--- src/rtl/riscv_pkg.sv ---
// Shared constants and the control-bus layout for the RV32I decode/execute slice.
// Build option: LUI_EN enables decoding of the LUI opcode.
package riscv_pkg;

    localparam int unsigned XLEN    = 32;
    localparam int unsigned SIG_W   = 11;

    localparam logic [6:0] OPC_R      = 7'b0110011;
    localparam logic [6:0] OPC_I      = 7'b0010011;
    localparam logic [6:0] OPC_LOAD   = 7'b0000011;
    localparam logic [6:0] OPC_STORE  = 7'b0100011;
    localparam logic [6:0] OPC_BRANCH = 7'b1100011;
    localparam logic [6:0] OPC_LUI    = 7'b0110111;

    localparam logic [2:0] ALU_ADD  = 3'b000;
    localparam logic [2:0] ALU_BR   = 3'b001;
    localparam logic [2:0] ALU_R    = 3'b010;
    localparam logic [2:0] ALU_I    = 3'b011;
    localparam logic [2:0] ALU_PASS = 3'b100;

    localparam logic [1:0] IMM_I = 2'b00;
    localparam logic [1:0] IMM_S = 2'b01;
    localparam logic [1:0] IMM_B = 2'b10;
    localparam logic [1:0] IMM_U = 2'b11;

    localparam logic [2:0] F3_ADD  = 3'b000;
    localparam logic [2:0] F3_SLL  = 3'b001;
    localparam logic [2:0] F3_SLT  = 3'b010;
    localparam logic [2:0] F3_SLTU = 3'b011;
    localparam logic [2:0] F3_XOR  = 3'b100;
    localparam logic [2:0] F3_SR   = 3'b101;
    localparam logic [2:0] F3_OR   = 3'b110;
    localparam logic [2:0] F3_AND  = 3'b111;

    localparam logic [2:0] F3_BEQ  = 3'b000;
    localparam logic [2:0] F3_BNE  = 3'b001;
    localparam logic [2:0] F3_BLT  = 3'b100;
    localparam logic [2:0] F3_BGE  = 3'b101;
    localparam logic [2:0] F3_BLTU = 3'b110;
    localparam logic [2:0] F3_BGEU = 3'b111;

    localparam int unsigned SIG_ALUSRC   = 2;
    localparam int unsigned SIG_MEMTOREG = 3;
    localparam int unsigned SIG_REGWRITE = 4;
    localparam int unsigned SIG_MEMREAD  = 5;
    localparam int unsigned SIG_MEMWRITE = 6;
    localparam int unsigned SIG_BRANCH   = 7;

    // Field order matches the external signals[10:0] bit layout, MSB first.
    typedef struct packed {
        logic [2:0] alu_op;
        logic       branch;
        logic       mem_write;
        logic       mem_read;
        logic       reg_write;
        logic       mem_to_reg;
        logic       alu_src;
        logic [1:0] imm_sel;
    } ctrl_t;

endpackage

--- src/rtl/alu_core.sv ---
// RV32I ALU operations and branch-condition compare, purely combinational.
module alu_core
    import riscv_pkg::*;
(
    input  logic [2:0]      alu_op,
    input  logic [2:0]      funct3,
    input  logic            alt,
    input  logic [XLEN-1:0] a,
    input  logic [XLEN-1:0] b,
    output logic [XLEN-1:0] result_c,
    output logic            branch_c
);

    logic [4:0] shamt;
    logic       lt_s;
    logic       lt_u;
    logic       eq;

    assign shamt = b[4:0];
    assign lt_s  = $signed(a) < $signed(b);
    assign lt_u  = a < b;
    assign eq    = a == b;

    always_comb begin
        result_c = '0;
        branch_c = 1'b0;
        case (alu_op)
            ALU_ADD:  result_c = a + b;
            ALU_R, ALU_I: begin
                case (funct3)
                    // Only register-register ops may subtract; addi ignores bit 30.
                    F3_ADD:  result_c = (alu_op == ALU_R && alt) ? a - b : a + b;
                    F3_SLL:  result_c = a << shamt;
                    F3_SLT:  result_c = XLEN'(lt_s);
                    F3_SLTU: result_c = XLEN'(lt_u);
                    F3_XOR:  result_c = a ^ b;
                    F3_SR:   result_c = alt ? XLEN'($signed(a) >>> shamt) : a >> shamt;
                    F3_OR:   result_c = a | b;
                    default: result_c = a & b;
                endcase
            end
            ALU_BR: begin
                result_c = a - b;
                case (funct3)
                    F3_BEQ:  branch_c = eq;
                    F3_BNE:  branch_c = !eq;
                    F3_BLT:  branch_c = lt_s;
                    F3_BGE:  branch_c = !lt_s;
                    F3_BLTU: branch_c = lt_u;
                    F3_BGEU: branch_c = !lt_u;
                    default: branch_c = 1'b0;
                endcase
            end
            ALU_PASS: result_c = b;
            default:  result_c = '0;
        endcase
    end

endmodule

--- src/rtl/riscv_decode_alu.sv ---
// Decode, immediate generation and ALU for the single-cycle RV32I core, plus an observation register.
// Build option: LUI_EN adds the LUI opcode (AluOp pass-through of the U-immediate).
module riscv_decode_alu
    import riscv_pkg::*;
(
    input  logic             clock,
    input  logic             clear,
    input  logic [XLEN-1:0]  I,
    input  logic [XLEN-1:0]  dataA,
    input  logic [XLEN-1:0]  dataB,
    output logic [SIG_W-1:0] signals,
    output logic [XLEN-1:0]  immGenOut,
    output logic [XLEN-1:0]  aluResult,
    output logic             branchFromAlu,
    output logic [XLEN-1:0]  lastResult,
    output logic             lastBranch
);

    ctrl_t           ctrl;
    logic [XLEN-1:0] b_operand;

    // Opcode decode into the control bus.
    always_comb begin
        ctrl = '0;
        case (I[6:0])
            OPC_R:      ctrl = '{alu_op: ALU_R,   branch: 1'b0, mem_write: 1'b0, mem_read: 1'b0,
                                 reg_write: 1'b1, mem_to_reg: 1'b0, alu_src: 1'b0, imm_sel: IMM_I};
            OPC_I:      ctrl = '{alu_op: ALU_I,   branch: 1'b0, mem_write: 1'b0, mem_read: 1'b0,
                                 reg_write: 1'b1, mem_to_reg: 1'b0, alu_src: 1'b1, imm_sel: IMM_I};
            OPC_LOAD:   ctrl = '{alu_op: ALU_ADD, branch: 1'b0, mem_write: 1'b0, mem_read: 1'b1,
                                 reg_write: 1'b1, mem_to_reg: 1'b1, alu_src: 1'b1, imm_sel: IMM_I};
            OPC_STORE:  ctrl = '{alu_op: ALU_ADD, branch: 1'b0, mem_write: 1'b1, mem_read: 1'b0,
                                 reg_write: 1'b0, mem_to_reg: 1'b0, alu_src: 1'b1, imm_sel: IMM_S};
            OPC_BRANCH: ctrl = '{alu_op: ALU_BR,  branch: 1'b1, mem_write: 1'b0, mem_read: 1'b0,
                                 reg_write: 1'b0, mem_to_reg: 1'b0, alu_src: 1'b0, imm_sel: IMM_B};
`ifdef LUI_EN
            OPC_LUI:    ctrl = '{alu_op: ALU_PASS, branch: 1'b0, mem_write: 1'b0, mem_read: 1'b0,
                                 reg_write: 1'b1, mem_to_reg: 1'b0, alu_src: 1'b1, imm_sel: IMM_U};
`endif
            default:    ctrl = '0;
        endcase
    end

    assign signals = ctrl;

    always_comb begin
        immGenOut = '0;
        case (ctrl.imm_sel)
            IMM_I:   immGenOut = {{20{I[31]}}, I[31:20]};
            IMM_S:   immGenOut = {{20{I[31]}}, I[31:25], I[11:7]};
            IMM_B:   immGenOut = {{19{I[31]}}, I[31], I[7], I[30:25], I[11:8], 1'b0};
            default: immGenOut = {I[31:12], 12'b0};
        endcase
    end

    assign b_operand = ctrl.alu_src ? immGenOut : dataB;

    alu_core u_alu_core (
        .alu_op   (ctrl.alu_op),
        .funct3   (I[14:12]),
        .alt      (I[30]),
        .a        (dataA),
        .b        (b_operand),
        .result_c (aluResult),
        .branch_c (branchFromAlu)
    );

    // Observation register: last result and last taken-branch condition.
    always_ff @(posedge clock or negedge clear) begin
        if (!clear) begin
            lastResult <= '0;
            lastBranch <= 1'b0;
        end else begin
            lastResult <= aluResult;
            lastBranch <= branchFromAlu & signals[SIG_BRANCH];
        end
    end

endmodule

--- config.mk ---
export PLATFORM = sky130hd
export DESIGN_NAME = riscv_decode_alu
export DESIGN_NICKNAME = d
export VERILOG_FILES = /design/src/rtl/riscv_pkg.sv /design/src/rtl/alu_core.sv /design/src/rtl/riscv_decode_alu.sv
export SDC_FILE = /design/constraint.sdc
export NUM_CORES = 1
export LEC_CHECK = 0
export ABC_CLOCK_PERIOD_IN_PS = 7900
export BUFFER_PORTS_ARGS = -buffer_cell sky130_fd_sc_hd__buf_2
export CORE_MARGIN = 1
export CORE_UTILIZATION = 54
export CTS_BUF_LIST = sky130_fd_sc_hd__clkbuf_16
export CTS_CLUSTER_DIAMETER = 120
export CTS_CLUSTER_SIZE = 16
export DETAILED_ROUTE_END_ITERATION = 7
export PLACE_DENSITY = 0.81
export SKIP_CTS_REPAIR_TIMING = 1
export SLEW_MARGIN = 10
export SYNTH_ARGS = -nofsm -noshare
export SYNTH_HDL_FRONTEND = slang
export SYNTH_HIERARCHICAL = 1
export SYNTH_SLANG_ARGS = --single-unit
--- constraint.sdc ---
create_clock -name clock -period 7.9 [get_ports clock]
set_input_delay 1.58 -clock clock [delete_from_list [all_inputs] [get_ports clock]]
set_output_delay 1.58 -clock clock [all_outputs]
set_load 0.03 [all_outputs]
# After elaboration in Yosys (flattened, before gate mapping)
# Cells that the tools add are included.
[totals] reg_bits=33 in_bits=98 out_inout_bits=109 wordCells=49
[op_classes] addsub=2 order_cmp=2 n_eq_ne=19 shifts=3 muxes=9 bitwise=4 n_reduce_logical=8
[ops] operator="32-bit one-hot mux with 7 select lines" n=1
[ops] operator="32-bit one-hot mux with 4 select lines" n=1
[ops] operator="32-bit two-way mux" n=3
[ops] operator="31-bit one-hot mux with 3 select lines" n=1
[ops] operator="32-bit less-than comparator" n=2
[ops] operator="10-bit one-hot mux with 5 select lines" n=1
[ops] operator="32-bit adder" n=1
[ops] operator="32-bit bitwise AND" n=1
[ops] operator="32-bit equality test" n=1
[ops] operator="32-bit bitwise OR" n=1
[ops] operator="32-bit by 5-bit left shift with 32-bit output" n=1
[ops] operator="32-bit by 5-bit >> shifter with 32-bit output" n=1
[ops] operator="32-bit by 5-bit >>> shifter with 32-bit output" n=1
[ops] operator="32-bit subtractor" n=1
[ops] operator="32-bit XOR" n=1
[ops] operator="7-bit by 6-bit equality test with 1-bit output, second input constant" n=2
[ops] operator="3-bit equality test, second input constant" n=4
[ops] operator="7-bit by 2-bit equality test with 1-bit output, second input constant" n=1
[ops] operator="7-bit by 5-bit equality test with 1-bit output, second input constant" n=1
[ops] operator="7-bit equality test, second input constant" n=1
[ops] operator="2-bit equality test, second input constant" n=3
[ops] operator="3-bit by 2-bit equality test with 1-bit output, second input constant" n=2
[ops] operator="3-bit logical NOT" n=2
[ops] operator="1-bit one-hot mux with 6 select lines" n=1
[ops] operator="other kinds (9)" n=12

# Logic depth before layout (Yosys ltp)
[logic_depth] depth_word=10 depth_mapped=23 depth_no_buf=17

# Hierarchy
# The synthesis kept the hierarchy.
[modules_own_cells] module="alu_core" n_inst=1 cells_each=1526 area_per_inst_um2=9774.4 seq_area_each_um2=0.0
[modules_own_cells] module="riscv_decode_alu" n_inst=1 cells_each=160 area_per_inst_um2=1637.8 seq_area_each_um2=825.8

# Least setup slack after synthesis
# OpenSTA, ideal clock, no wires.
[synth_timing] kind="input -> output" from="input port I[2]" to="output port aluResult[31]" arrival_ns=6.803 t_required_ns=6.320 path_slack_ns=-0.483 cell_stages=19 n_path_buf=6 path_cell_list="nand4bb_1 buf_4 nand2b_1 clkbuf_1 a221o_1 inv_1 clkbuf_1 buf_1 clkbuf_1 ha_1 buf_2 or4_4 a2111oi_4 nor4b_2 or3_4 a31o_4 o21ai_1 xnor2_1 o221ai_1"
[synth_between] elab_chain_cells=9 elab_cells_between_ends=30 classes_between="add/sub: 2; eq/ne: 11; shift: 3; mux: 7; bitwise: 3; reduce/logical: 4"
[synth_lines] element="start: declaration" line_no="riscv_decode_alu.sv:8" rtl="input logic [XLEN-1:0] I,"
[synth_lines] element="7-bit equality test (tied with other cells)" line_no="riscv_decode_alu.sv:25" rtl="case (I[6:0])"
[synth_lines] element="10-bit one-hot mux with 5 select lines (*)" line_no="riscv_decode_alu.sv:25"
[synth_lines] element="2-bit equality test (tied with other cells)" line_no="riscv_decode_alu.sv:48" rtl="case (ctrl.imm_sel)"
[synth_lines] element="31-bit one-hot mux with 3 select lines" line_no="riscv_decode_alu.sv:48"
[synth_lines] element="32-bit two-way mux (*)" line_no="riscv_decode_alu.sv:56" rtl="assign b_operand = ctrl.alu_src ? immGenOut : dataB;"
[synth_lines] element="named net b_operand[2]" line_no="riscv_decode_alu.sv:20" rtl="logic [XLEN-1:0] b_operand;"
[synth_lines] element="32-bit adder (tied with other cells)" line_no="alu_core.sv:28, alu_core.sv:32"
[synth_lines] element="32-bit two-way mux (on tied branches)" line_no="alu_core.sv:32, alu_core.sv:37"
[synth_lines] element="32-bit one-hot mux with 7 select lines" line_no="alu_core.sv:30" rtl="case (funct3)"
[synth_lines] element="32-bit one-hot mux with 4 select lines (*)" line_no="alu_core.sv:27" rtl="case (alu_op)"
[synth_lines] element="end: declaration" line_no="riscv_decode_alu.sv:13" rtl="output logic [XLEN-1:0] aluResult,"
# Mark *: on every way through the listed nets, which the timed path passes. The rest lies on a longest branch.

# Worst setup path after layout
[layout_timing] from="input port I[2]" to="output port aluResult[29]"
[layout_between] elab_chain_cells=9 elab_cells_between_ends=30 classes_between="add/sub: 2; eq/ne: 11; shift: 3; mux: 7; bitwise: 3; reduce/logical: 4"
[layout_lines] element="7-bit equality test (tied with other cells)" line_no="riscv_decode_alu.sv:25"
[layout_lines] element="10-bit one-hot mux with 5 select lines (*)" line_no="riscv_decode_alu.sv:25"
[layout_lines] element="2-bit equality test (tied with other cells)" line_no="riscv_decode_alu.sv:48"
[layout_lines] element="31-bit one-hot mux with 3 select lines" line_no="riscv_decode_alu.sv:48"
[layout_lines] element="32-bit two-way mux (*)" line_no="riscv_decode_alu.sv:56"
[layout_lines] element="named net b_operand[16]" line_no="riscv_decode_alu.sv:20"
[layout_lines] element="32-bit adder / 32-bit subtractor (equally long branches)" line_no="alu_core.sv:28, alu_core.sv:32, alu_core.sv:43"
[layout_lines] element="32-bit two-way mux" line_no="alu_core.sv:32" rtl="F3_ADD: result_c = (alu_op == ALU_R && alt) ? a - b : a + b;"
[layout_lines] element="32-bit one-hot mux with 7 select lines" line_no="alu_core.sv:30"
[layout_lines] element="32-bit one-hot mux with 4 select lines (*)" line_no="alu_core.sv:27"
# Marked as above.

==> results.cfg <==
[run_status]
status = completed

[synthesis]
synth_most_common_cell = nor2_1
synthArstFlopShare_pct = 100
synth_top_cell_by_area = ha_1
synth_flop_cell = dfrtp_1
synth_top_cells_by_count = 194 x nor2_1, 163 x a21oi_1, 163 x nand2_1
syn_area_sq_um = 11400
synth-seq-cells = 33
ys_types = 80
synthTopCellsByArea = ha_1 12%, dfrtp_1 7.2%, a21oi_1 7.1%
synth_edf_count = 0
ys_warn_count = 6
synthCells = 1686
netlist.area_leader.share_pct = 11.8
avgSynthCellArea_sq_um = 6.77
ys_seq_area_share_pct = 7.24

[timing]
post-route-worst-setup-slack_ps = 138
fin_crit_ps = 7760
hold_violations = 0
setup_tns_ps = 0
slew_violations = 0
worst_pin_slew_ps = 1440
timing.fmax_mhz = 129
finalSetupViolCount = 0
maxSlewHeadroom_pct = 4.03
fin_crit_sh_pct = 98.3
holdWs_ps = 1390

[pwr]
peakVddDrop_mv = 0.0850
powerDensity_nw_per_um2 = 124
p_leak_nw = 6.10
total_power_mw = 1.60

[placement]
io_buffers = 200
pre_cts_ws_ps = -25.6
hpwlAfterDp_um = 40700
gp_congestion = 1.07

[job]
drv_cap = 0

[clock_tree]
cts_tree = done
cts.sinks = 33
cts_root_buf = clkbuf_16
path_clk_slew_ps = 60
cts_buffers = 5
htree_levels = 2
clockBufferDepth = 2

[critical_path]
path_class = in2out
crit_fanout = 9
crit_required_ps = 6320
cp.arrival_ps = 6180
startpoint_type = primary input
endpoint_kind = output port

[floorplan]
boundaryPins = 207
core_region_area_sq_um = 20500
die_h_um = 147
rows = 52
die_w_um = 147
initial_core_util_pct = 55.7
die_area_sq_um = 21700

[routing]
drt-pass1-iter-count = 7
ant_nets = 0
totalWireLength_um = 54200
num_vias = 14600
drc = 0
avgViaCountPerCell = 7.01
drt_iter0_drc = 1930
wl_per_cell_um = 25.9

[cells_and_area]
layout.nets = 2023
post-route-util_pct = 63.2
syn_to_final_growth_pct = 13.4
final.fill_count = 1958
layout-drive-gt1-share_pct = 20.4

[global_route]
grt_usage_pct = 49.1
grt_pass1_vias = 13600
grt_pass1_wl_um = 81200
grt_antenna_before_repair = 4
gr-total-overflow = 0
grt_max_degree = 80

[worst_hold_path]
holdCritPathClass = in2async
critical path, stage by stage:
cell and delay (ps):
buf_2 100, nand4bb_2 330, a2111oi_4 580, buf_4 260, a21o_1 160, inv_1 100, ha_1 490, nand4_1 170
nor3_1 240, o21ai_0 150, o21ai_2 230, or4b_1 570, a31o_1 260, o22ai_1 220, mux2i_1 100, or3_1 430
buf_2 210
layout make-up:
type / count / area (sq um) / area share, %
clock inverter: 3 / 13.8 / 0.106
inverter: 108 / 405 / 3.13
clock buffer: 5 / 125 / 0.966
multi-input combinational: 1381 / 9570 / 73.9
antenna: 4 / 10.0 / 0.0773
timing repair buffer: 286 / 1660 / 12.8
tap: 270 / 338 / 2.61
sequential: 33 / 826 / 6.38
registers in the layout, indices dropped and copies added (netlist names):
register,flops
lastBranch,1
lastResult,32
worst paths after layout:
check                      start                        to  slack [ps]
max                         I[2]             aluResult[29]         140
min                        clear  lastResult[30]$_DFF_PN0_        1390
max in group asynchronous  clear   lastResult[4]$_DFF_PN0_        5930
min in group clock          I[6]      lastBranch$_DFF_PN0_        1750
logic make-up (layout without fill, tap and decap cells):
logic type / after synthesis / count (layout) / synth area share (%)
mux: 106 / 106 / 12.7
other cells: 1 / 10 / 0.0329
buf+inv: 277 / 402 / 9.75
xor+xnor: 36 / 36 / 2.76
compound gates: 624 / 624 / 35.9
simple gates: 499 / 499 / 19.4
flops: 33 / 33 / 7.24
fa+ha+maj: 110 / 110 / 12.2
report_power, final:
part           switching [mW]  internal (mW)  leakage, nW
Combinational           0.795          0.401         5.63
Clock                  0.0906          0.115       0.0748
Sequential            0.00641          0.195        0.389
Total                   0.892          0.711         6.10
through the flow:
stage               cell area, sq um  std cells
floorplan                      11400       1691
global placement               12800       2078
detailed placement             12800       2078
CTS                            12900       2086
global route                   12900       2089
finish                         12900       2090
cells in the final DEF, fill, tap and decap left out, types with 23 or more instances in the layout:
| master | Yosys | routed |
|---|---|---|
| a21o_1 | 36 | 36 |
| a21oi_1 | 163 | 162 |
| a221oi_1 | 23 | 23 |
| buf_2 | 22 | 200 |
| buf_4 | 6 | 85 |
| dfrtp_1 | 33 | 33 |
| ha_1 | 108 | 108 |
| inv_1 | 104 | 104 |
| mux2i_1 | 66 | 66 |
| mux4_2 | 27 | 27 |
| nand2_1 | 163 | 163 |
| nor2_1 | 194 | 192 |
| nor3_1 | 29 | 27 |
| o211ai_1 | 29 | 29 |
| o21ai_0 | 150 | 150 |
| xnor2_1 | 27 | 27 |
metal layers:
metal,wire [um],global-route usage [%],vias to the layer above,share of wire (%)
li1,-,-,6381,-
met1,19300,59.1,6708,36
met2,23400,76.3,1195,43
met3,6580,10.0,363,12
met4,4960,38.9,2,9.2
met5,12,0,-,0.022
Power figures use the tool's default switching activity.
